### src/rtl/hpb_multi_if.sv
// Host command and RCB write bus for hpb_multi.
// The master side is the host plus the targets; the slave side is the dispatcher.
interface hpb_multi_if #(
    parameter int DATA_WIDTH  = 128,
    parameter int ADDR_WIDTH  = 16,
    parameter int NUM_TARGETS = 4
);
    // host command channel
    logic                      cfg_valid;
    logic                      cfg_ready;
    logic [3:0]                cfg_target;
    logic [ADDR_WIDTH-1:0]     cfg_addr;
    logic [DATA_WIDTH/8-1:0]   cfg_byte_en;
    logic [DATA_WIDTH-1:0]     cfg_data;

    // target write channel
    logic [NUM_TARGETS-1:0]    wr_req;
    logic [ADDR_WIDTH-1:0]     wr_addr;
    logic [DATA_WIDTH-1:0]     wr_data;
    logic [DATA_WIDTH/8-1:0]   wr_byte_en;
    logic [NUM_TARGETS-1:0]    wr_done;

    // status
    logic                      err_valid;
    logic [1:0]                err_code;
    logic [3:0]                err_target;
    logic                      busy;
    logic [15:0]               wr_count;
    logic [15:0]               err_count;

    modport master (
        output cfg_valid, cfg_target, cfg_addr, cfg_byte_en, cfg_data, wr_done,
        input  cfg_ready, wr_req, wr_addr, wr_data, wr_byte_en,
        input  err_valid, err_code, err_target, busy, wr_count, err_count
    );

    modport slave (
        input  cfg_valid, cfg_target, cfg_addr, cfg_byte_en, cfg_data, wr_done,
        output cfg_ready, wr_req, wr_addr, wr_data, wr_byte_en,
        output err_valid, err_code, err_target, busy, wr_count, err_count
    );
endinterface

### src/rtl/hpb_multi.sv
// hpb_multi: queues host write commands in a small FIFO and dispatches them one
// at a time to one of NUM_TARGETS RCB targets, waiting for wr_done or a timeout.
// A popped command sits in the command register for one IDLE cycle before it is
// decoded, so wr_req rises two edges after the command becomes available.
module hpb_multi #(
    parameter int DATA_WIDTH     = 128,
    parameter int ADDR_WIDTH     = 16,
    parameter int NUM_TARGETS    = 4,
    parameter int FIFO_DEPTH     = 4,
    parameter int TIMEOUT_CYCLES = 1024
) (
    input  logic       clk,
    input  logic       reset_n,
    hpb_multi_if.slave bus
);
    localparam int BE_W  = DATA_WIDTH / 8;
    localparam int PTR_W = $clog2(FIFO_DEPTH);
    localparam int TMO_W = (TIMEOUT_CYCLES > 1) ? $clog2(TIMEOUT_CYCLES) : 1;
    localparam logic [TMO_W-1:0] TMO_LAST =
        (TIMEOUT_CYCLES > 0) ? TMO_W'(TIMEOUT_CYCLES - 1) : '0;

    typedef struct packed {
        logic [3:0]            target;
        logic [ADDR_WIDTH-1:0] addr;
        logic [BE_W-1:0]       byte_en;
        logic [DATA_WIDTH-1:0] data;
    } cmd_t;

    typedef enum logic {IDLE, WAIT} state_t;

    state_t                 state, state_nxt;
    cmd_t                   fifo_mem [FIFO_DEPTH];
    logic [PTR_W-1:0]       wr_ptr, rd_ptr;
    logic [PTR_W:0]         count;
    logic                   full, empty, push, pop;
    cmd_t                   in_cmd, cmd;
    logic                   cmd_loaded;
    logic                   tgt_ok, done_sel;
    logic                   issue, inv_err, complete, timeout;
    logic [NUM_TARGETS-1:0] wr_req;
    logic [TMO_W-1:0]       wait_cnt;
    logic                   err_valid;
    logic [1:0]             err_code;
    logic [3:0]             err_target;
    logic [15:0]            wr_count, err_count;

    assign full   = (count == (PTR_W+1)'(FIFO_DEPTH));
    assign empty  = (count == '0);
    assign push   = bus.cfg_valid && !full;
    assign in_cmd = '{target: bus.cfg_target, addr: bus.cfg_addr,
                      byte_en: bus.cfg_byte_en, data: bus.cfg_data};

    assign tgt_ok   = (32'(cmd.target) < NUM_TARGETS);
    // wr_req is one-hot in WAIT, so masking selects only the active target's done
    assign done_sel = |(bus.wr_done & wr_req);

    // State register
    always_ff @(posedge clk) begin
        if (!reset_n) state <= IDLE;
        else          state <= state_nxt;
    end

    // Next state and per-cycle actions: load, decode, complete or time out
    always_comb begin
        state_nxt = state;
        pop       = 1'b0;
        issue     = 1'b0;
        inv_err   = 1'b0;
        complete  = 1'b0;
        timeout   = 1'b0;
        case (state)
            IDLE: begin
                if (cmd_loaded) begin
                    if (tgt_ok) begin
                        issue     = 1'b1;
                        state_nxt = WAIT;
                    end else begin
                        inv_err = 1'b1;
                    end
                end else if (!empty) begin
                    pop = 1'b1;
                end
            end
            WAIT: begin
                // completion wins over a coincident timeout
                if (done_sel) begin
                    complete  = 1'b1;
                    state_nxt = IDLE;
                end else if ((TIMEOUT_CYCLES != 0) && (wait_cnt == TMO_LAST)) begin
                    timeout   = 1'b1;
                    state_nxt = IDLE;
                end
            end
            default: state_nxt = IDLE;
        endcase
    end

    // FIFO pointers and occupancy; push and pop together keep the count
    always_ff @(posedge clk) begin
        if (!reset_n) begin
            wr_ptr <= '0;
            rd_ptr <= '0;
            count  <= '0;
        end else begin
            if (push) wr_ptr <= wr_ptr + PTR_W'(1);
            if (pop)  rd_ptr <= rd_ptr + PTR_W'(1);
            case ({push, pop})
                2'b10:   count <= count + (PTR_W+1)'(1);
                2'b01:   count <= count - (PTR_W+1)'(1);
                default: count <= count;
            endcase
        end
    end

    // FIFO storage; contents need no reset since the pointers gate them
    always_ff @(posedge clk) begin
        if (push) fifo_mem[wr_ptr] <= in_cmd;
    end

    // Command register, request drive and wait counter
    always_ff @(posedge clk) begin
        if (!reset_n) begin
            cmd        <= '0;
            cmd_loaded <= 1'b0;
            wr_req     <= '0;
            wait_cnt   <= '0;
        end else begin
            if (pop) begin
                cmd        <= fifo_mem[rd_ptr];
                cmd_loaded <= 1'b1;
            end else if (issue || inv_err) begin
                cmd_loaded <= 1'b0;
            end
            if (issue) begin
                wr_req   <= NUM_TARGETS'(1) << cmd.target;
                wait_cnt <= '0;
            end else if (complete || timeout) begin
                wr_req <= '0;
            end else if (state == WAIT) begin
                wait_cnt <= wait_cnt + TMO_W'(1);
            end
        end
    end

    // Error pulse and report of the failing command's target
    always_ff @(posedge clk) begin
        if (!reset_n) begin
            err_valid  <= 1'b0;
            err_code   <= 2'd0;
            err_target <= 4'd0;
        end else begin
            err_valid <= inv_err || timeout;
            if (inv_err || timeout) begin
                err_code   <= inv_err ? 2'd1 : 2'd2;
                err_target <= cmd.target;
            end
        end
    end

    // Saturating completion and error counters
    always_ff @(posedge clk) begin
        if (!reset_n) begin
            wr_count  <= '0;
            err_count <= '0;
        end else begin
            if (complete && (wr_count != 16'hFFFF))
                wr_count <= wr_count + 16'd1;
            if ((inv_err || timeout) && (err_count != 16'hFFFF))
                err_count <= err_count + 16'd1;
        end
    end

    assign bus.cfg_ready  = !full;
    assign bus.wr_req     = wr_req;
    assign bus.wr_addr    = cmd.addr;
    assign bus.wr_data    = cmd.data;
    assign bus.wr_byte_en = cmd.byte_en;
    assign bus.err_valid  = err_valid;
    assign bus.err_code   = err_code;
    assign bus.err_target = err_target;
    assign bus.busy       = (state != IDLE) || !empty || cmd_loaded;
    assign bus.wr_count   = wr_count;
    assign bus.err_count  = err_count;
endmodule

### src/flat_wrapper.sv
// flat-port wrapper written by rule: the top's interface ports become plain ports
module hpb_multi_flat 
#(
    parameter int DATA_WIDTH     = 128,
    parameter int ADDR_WIDTH     = 16,
    parameter int NUM_TARGETS    = 4,
    parameter int FIFO_DEPTH     = 4,
    parameter int TIMEOUT_CYCLES = 1024
)
  (clk, reset_n, bus_cfg_valid, bus_cfg_target, bus_cfg_addr, bus_cfg_byte_en, bus_cfg_data, bus_wr_done, bus_cfg_ready, bus_wr_req, bus_wr_addr, bus_wr_data, bus_wr_byte_en, bus_err_valid, bus_err_code, bus_err_target, bus_busy, bus_wr_count, bus_err_count);
  hpb_multi_if #(.DATA_WIDTH(DATA_WIDTH), .ADDR_WIDTH(ADDR_WIDTH), .NUM_TARGETS(NUM_TARGETS)) bus_i ();
  input  logic clk;
  input  logic reset_n;
  input wire logic [$bits(bus_i.cfg_valid)-1:0] bus_cfg_valid;
  input wire logic [$bits(bus_i.cfg_target)-1:0] bus_cfg_target;
  input wire logic [$bits(bus_i.cfg_addr)-1:0] bus_cfg_addr;
  input wire logic [$bits(bus_i.cfg_byte_en)-1:0] bus_cfg_byte_en;
  input wire logic [$bits(bus_i.cfg_data)-1:0] bus_cfg_data;
  input wire logic [$bits(bus_i.wr_done)-1:0] bus_wr_done;
  output wire logic [$bits(bus_i.cfg_ready)-1:0] bus_cfg_ready;
  output wire logic [$bits(bus_i.wr_req)-1:0] bus_wr_req;
  output wire logic [$bits(bus_i.wr_addr)-1:0] bus_wr_addr;
  output wire logic [$bits(bus_i.wr_data)-1:0] bus_wr_data;
  output wire logic [$bits(bus_i.wr_byte_en)-1:0] bus_wr_byte_en;
  output wire logic [$bits(bus_i.err_valid)-1:0] bus_err_valid;
  output wire logic [$bits(bus_i.err_code)-1:0] bus_err_code;
  output wire logic [$bits(bus_i.err_target)-1:0] bus_err_target;
  output wire logic [$bits(bus_i.busy)-1:0] bus_busy;
  output wire logic [$bits(bus_i.wr_count)-1:0] bus_wr_count;
  output wire logic [$bits(bus_i.err_count)-1:0] bus_err_count;
  assign bus_i.cfg_valid = bus_cfg_valid;
  assign bus_i.cfg_target = bus_cfg_target;
  assign bus_i.cfg_addr = bus_cfg_addr;
  assign bus_i.cfg_byte_en = bus_cfg_byte_en;
  assign bus_i.cfg_data = bus_cfg_data;
  assign bus_i.wr_done = bus_wr_done;
  assign bus_cfg_ready = bus_i.cfg_ready;
  assign bus_wr_req = bus_i.wr_req;
  assign bus_wr_addr = bus_i.wr_addr;
  assign bus_wr_data = bus_i.wr_data;
  assign bus_wr_byte_en = bus_i.wr_byte_en;
  assign bus_err_valid = bus_i.err_valid;
  assign bus_err_code = bus_i.err_code;
  assign bus_err_target = bus_i.err_target;
  assign bus_busy = bus_i.busy;
  assign bus_wr_count = bus_i.wr_count;
  assign bus_err_count = bus_i.err_count;
  hpb_multi #(.DATA_WIDTH(DATA_WIDTH), .ADDR_WIDTH(ADDR_WIDTH), .NUM_TARGETS(NUM_TARGETS), .FIFO_DEPTH(FIFO_DEPTH), .TIMEOUT_CYCLES(TIMEOUT_CYCLES)) u_core (.clk(clk), .reset_n(reset_n), .bus(bus_i));
endmodule
### config.mk
export PLATFORM = sky130hd
export DESIGN_NAME = hpb_multi_flat
export DESIGN_NICKNAME = d
export VERILOG_FILES = /design/src/rtl/hpb_multi_if.sv /design/src/rtl/hpb_multi.sv /design/src/flat_wrapper.sv
export SDC_FILE = /design/constraint.sdc
export NUM_CORES = 1
export LEC_CHECK = 0
export CAP_MARGIN = 20
export CORE_MARGIN = 2
export CORE_UTILIZATION = 30
export CTS_CLUSTER_DIAMETER = 80
export DETAILED_ROUTE_END_ITERATION = 8
export PLACE_DENSITY_LB_ADDON = 0.08
export SLEW_MARGIN = 10
export SYNTH_ARGS = -nofsm -noshare
export SYNTH_HDL_FRONTEND = slang
export SYNTH_SLANG_ARGS = --single-unit
### constraint.sdc
create_clock -name clk -period 5.4 [get_ports clk]
set_input_delay 1.08 -clock clk [delete_from_list [all_inputs] [get_ports clk]]
set_output_delay 1.08 -clock clk [all_outputs]
set_load 0.02 [all_outputs]
==> flow_metrics.py <==
metrics = {
    "logic_synthesis": {
        "combined_area_of_all_synthesized_cells_um2": 33300,
        "mappedNetlistNets": 2256,
        "ys_warn_count": 0,
        "post_synthesis_async_set_or_reset_flop_share_pct": 0,
        "netlist-cell-type-count": 50,
        "synth.area.top_cells": "edfxtp_1 59%, dfxtp_1 14%, mux4_2 11%",
        "synth_top_flop_cell": "edfxtp_1",
        "synth_largest_type_area_fraction_pct": 59.2,
        "syn-mean-instance-area_um2": 16.0,
        "yosys_register_bits": 882,
        "synthDominantAreaCellType": "edfxtp_1",
        "post_synth_edffs": 656,
        "ys_seq_area_share_pct": 72.8,
        "synth_cells": 2076,
    },
    "power_and_ir_drop": {
        "p_switching_mw": 6.90,
        "share_comb_of_total_power_pct": 27.1,
        "power.density_nw_per_um2": 533,
        "worst_ir_drop_vdd_uv": 357,
        "pwr-share-clk_pct": 31.0,
        "report.power.total_mw": 21.8,
        "power.internal_mw": 14.9,
        "power_switching_share_pct": 31.6,
        "seqPwrFrac_pct": 41.9,
        "p_leak_nw": 13.0,
    },
    "sta": {
        "layout_worst_path_cycle_share_pct": 61.1,
        "timing_max_transition_violations_final": 0,
        "fin_crit_ps": 3300,
        "setup-violations-final": 0,
        "tightest_slew_ps": 993,
        "grt_setup_unrepaired": "no",
        "tns_ps": 0,
        "finalWorstSetupSlack_ps": 2100,
        "slew_headroom_pct": 33.8,
        "max_freq_ghz": 0.303,
        "timing_hold_violations_final": 0,
        "fin_skew_ps": 22.8,
    },
    "die": {
        "die_y_um": 337,
        "core_area_um2": 110000,
        "initial_utilization_pct": 30.2,
        "die_w_um": 337,
        "num_io_pins": 376,
        "std_cell_rows": 122,
        "dieArea_um2": 114000,
    },
    "global_route": {
        "grt_antenna_before_repair": 21,
        "first_global_vias": 18600,
        "grt_pass1_wl_um": 125000,
        "grt_start_max_net_pins": 114,
        "grt_use_total_pct": 15.0,
        "grt_overflow_total": 0,
    },
    "detailed_routing": {
        "remaining_drc_errors": 0,
        "final_antenna_net_count": 0,
        "detailroute.via_count": 17900,
        "postRouteWirelength_um": 85800,
        "wl_per_cell_um": 22.1,
        "uppermost_routed_layer": "met5",
        "dr_wl_met3_um": 4850,
        "drt-initial-drc-count": 945,
        "drt_pass1_iterations": 5,
        "met2_length_um": 43700,
        "met1_length_um": 35100,
        "viasPerCell": 4.60,
    },
    "layout": {
        "n_fill_cell": 10300,
        "instances_no_fill": 3888,
        "postLayoutCellArea_um2": 40900,
        "drive_gt1_share_pct": 14.7,
        "layout_common_cells": "656 x edfxtp_1, 375 x clkdlybuf4s50_1, 352 x nand2_1",
        "layout-area-overhead-vs-synth_pct": 23.0,
        "layout_commonest_cell": "edfxtp_1",
        "finish.net_count": 2492,
    },
    "cts": {
        "clk_transition_reported_paths_ps": 60,
        "post_cts_resize_count": 0,
        "cts-htree-levels": 3,
        "worst_skew_pair.late_latency_ps": 680,
        "tritoncts.num_buffers": 101,
        "ctsLongestPathBuffers": 3,
        "cts.hold.buffers_added": 0,
        "cts_root_buffer": "clkbuf_16",
        "cts_tree": "built",
        "cts.sink_count": 882,
        "post-cts-setup-buffer-count": 0,
    },
    "worst_hold_path": {
        "worst_hold_path_type": "reg2reg",
        "min-delay-start": "u_core.bus.wr_data[116]$_SDFFE_PN0P_",
        "number_of_stages_on_the_worst_hold_path": 2,
        "hold_end": "u_core.bus.wr_data[116]$_SDFFE_PN0P_",
    },
    "place": {
        "hpwl_um": 50500,
        "placed_instance_area_um2": 37600,
        "gp_congestion": 0.731,
        "dp_cells": 3696,
        "preCtsSetupSlack_ps": 1920,
        "place.port_buffers": 375,
    },
    "critical_path": {
        "worst_r2r_endpoint": "u_core.count[2]$_SDFFE_PN0P_",
        "r2r-start": "u_core.state$_SDFF_PN0_",
        "worst-path-max-fanout": 81,
        "crit_required_ps": 5990,
        "worst-endpoint-arrival_ps": 3890,
        "r2r_cells": 9,
        "ff2ff_setup_slack_ps": 2100,
        "timing.critical_path.from_type": "flop",
        "timing.critical_path.to_type": "flop",
        "critPathKind": "reg2reg",
    },
    "outcome": {
        "status": "completed",
    },
    "flow_run": {
        "drv_cap": 0,
    },
}
## routing by layer
layer / track usage (%) / up-vias
li1: - / 8137
met1: 18.2 / 9157
met2: 26.2 / 398
met3: 3.65 / 152
met4: 4.53 / 26
met5: 0 / -
## through the flow
step / hold WS (ps) / util (%)
6_report: 452 / 37.1
3_3_place_gp: 444 / 34.1
3_5_place_dp: 445 / 34.1
5_1_grt: 464 / 37.1
2_1_floorplan: 437 / -
4_1_cts: 453 / 37.1
## how the worst max path moves through the flow
stage	startpoint	to	slack [ps]	cells past startpoint
final	u_core.state$_SDFF_PN0_	u_core.count[2]$_SDFFE_PN0P_	2100	9
after global routing	u_core.state$_SDFF_PN0_	u_core.count[2]$_SDFFE_PN0P_	1780	9
after CTS	u_core.state$_SDFF_PN0_	u_core.count[2]$_SDFFE_PN0P_	1920	9
after detailed placement	bus_wr_done[0]	u_core.bus.err_count[10]$_SDFFE_PN0P_	1920	6
after global placement	bus_wr_done[0]	u_core.bus.err_count[5]$_SDFFE_PN0P_	1910	6
after floorplan	bus_cfg_valid	u_core.fifo_mem[0][0]$_DFFE_PP_	1860	1
## flip-flops by register name (all words and copies together), names as in the netlist, 10 cells and up
| register | count |
|---|---|
| u_core.bus.err_count | 16 |
| u_core.bus.wr_data | 128 |
| u_core.fifo_mem | 656 |
| u_core.bus.wr_byte_en | 16 |
| u_core.bus.wr_count | 16 |
| u_core.bus.wr_addr | 16 |
| u_core.wait_cnt | 10 |
## cell families (layout without fill, tap and decap cells)
family                     after synthesis  after routing  synth area share [%]
AOI/OAI and AO/OA                      228            228                  3.77
xor gates and xnor gates                23             23                 0.605
adders and majority gates                9              9                 0.361
buffers and inverters                  281            603                  5.09
DFF                                    882            882                  72.8
muxes                                  172            172                  11.3
other                                    0              2                     0
and+or+nand+nor                        481            481                  6.06
## cells in the mapped netlist (3+ instances only)
cell type    n
a211oi_1     3
a21oi_1    186
a31oi_1      3
and2_1       3
and3_1       8
and4_1       4
buf_1        9
buf_2       17
buf_4      160
clkbuf_1    79
dfxtp_1    226
edfxtp_1   656
ha_1         8
inv_1       12
mux2i_1      8
mux4_2     164
nand2_1    352
nand2b_1     5
nand3_1     18
nand4_1      8
nor2_1      44
nor3_1      10
nor4_1       6
nor4b_1      3
o21ai_0      5
o31ai_1     12
o41ai_1      3
or3_1        6
or4_1       12
xnor2_1     20
xor2_1       3
## power groups by stage
stage / clock network, mW / logic [mW] / registers [mW]
floorplan: 0 / 4.31 / 8.97
global placement: 0 / 6.13 / 9.29
detailed placement: 0 / 6.13 / 9.33
CTS: 7.00 / 6.15 / 9.19
global route: 7.27 / 6.44 / 9.29
finish: 6.77 / 5.91 / 9.15
## worst max-delay path, cell delays in order (launching register included)
cell and delay, ps:
dfxtp_1 400, nor2_1 280, nand2b_4 440, inv_6 750, ha_1 310, inv_1 60
fa_1 370, xor2_1 150, or3_1 310, a21oi_1 140
## area by class of cell
class	instances	area (µm²)	share of cell area [%]
multi-input cells	913	7400	18.1
inverters	13	61.3	0.150
clock inverters	45	458	1.12
clock buffers	144	2840	6.94
flip-flops and latches	882	24200	59.2
repair buffers	401	4070	9.95
diodes	2	5.00	0.0122
well taps	1488	1860	4.55
Note: power is estimated with default switching activity, not from simulation.
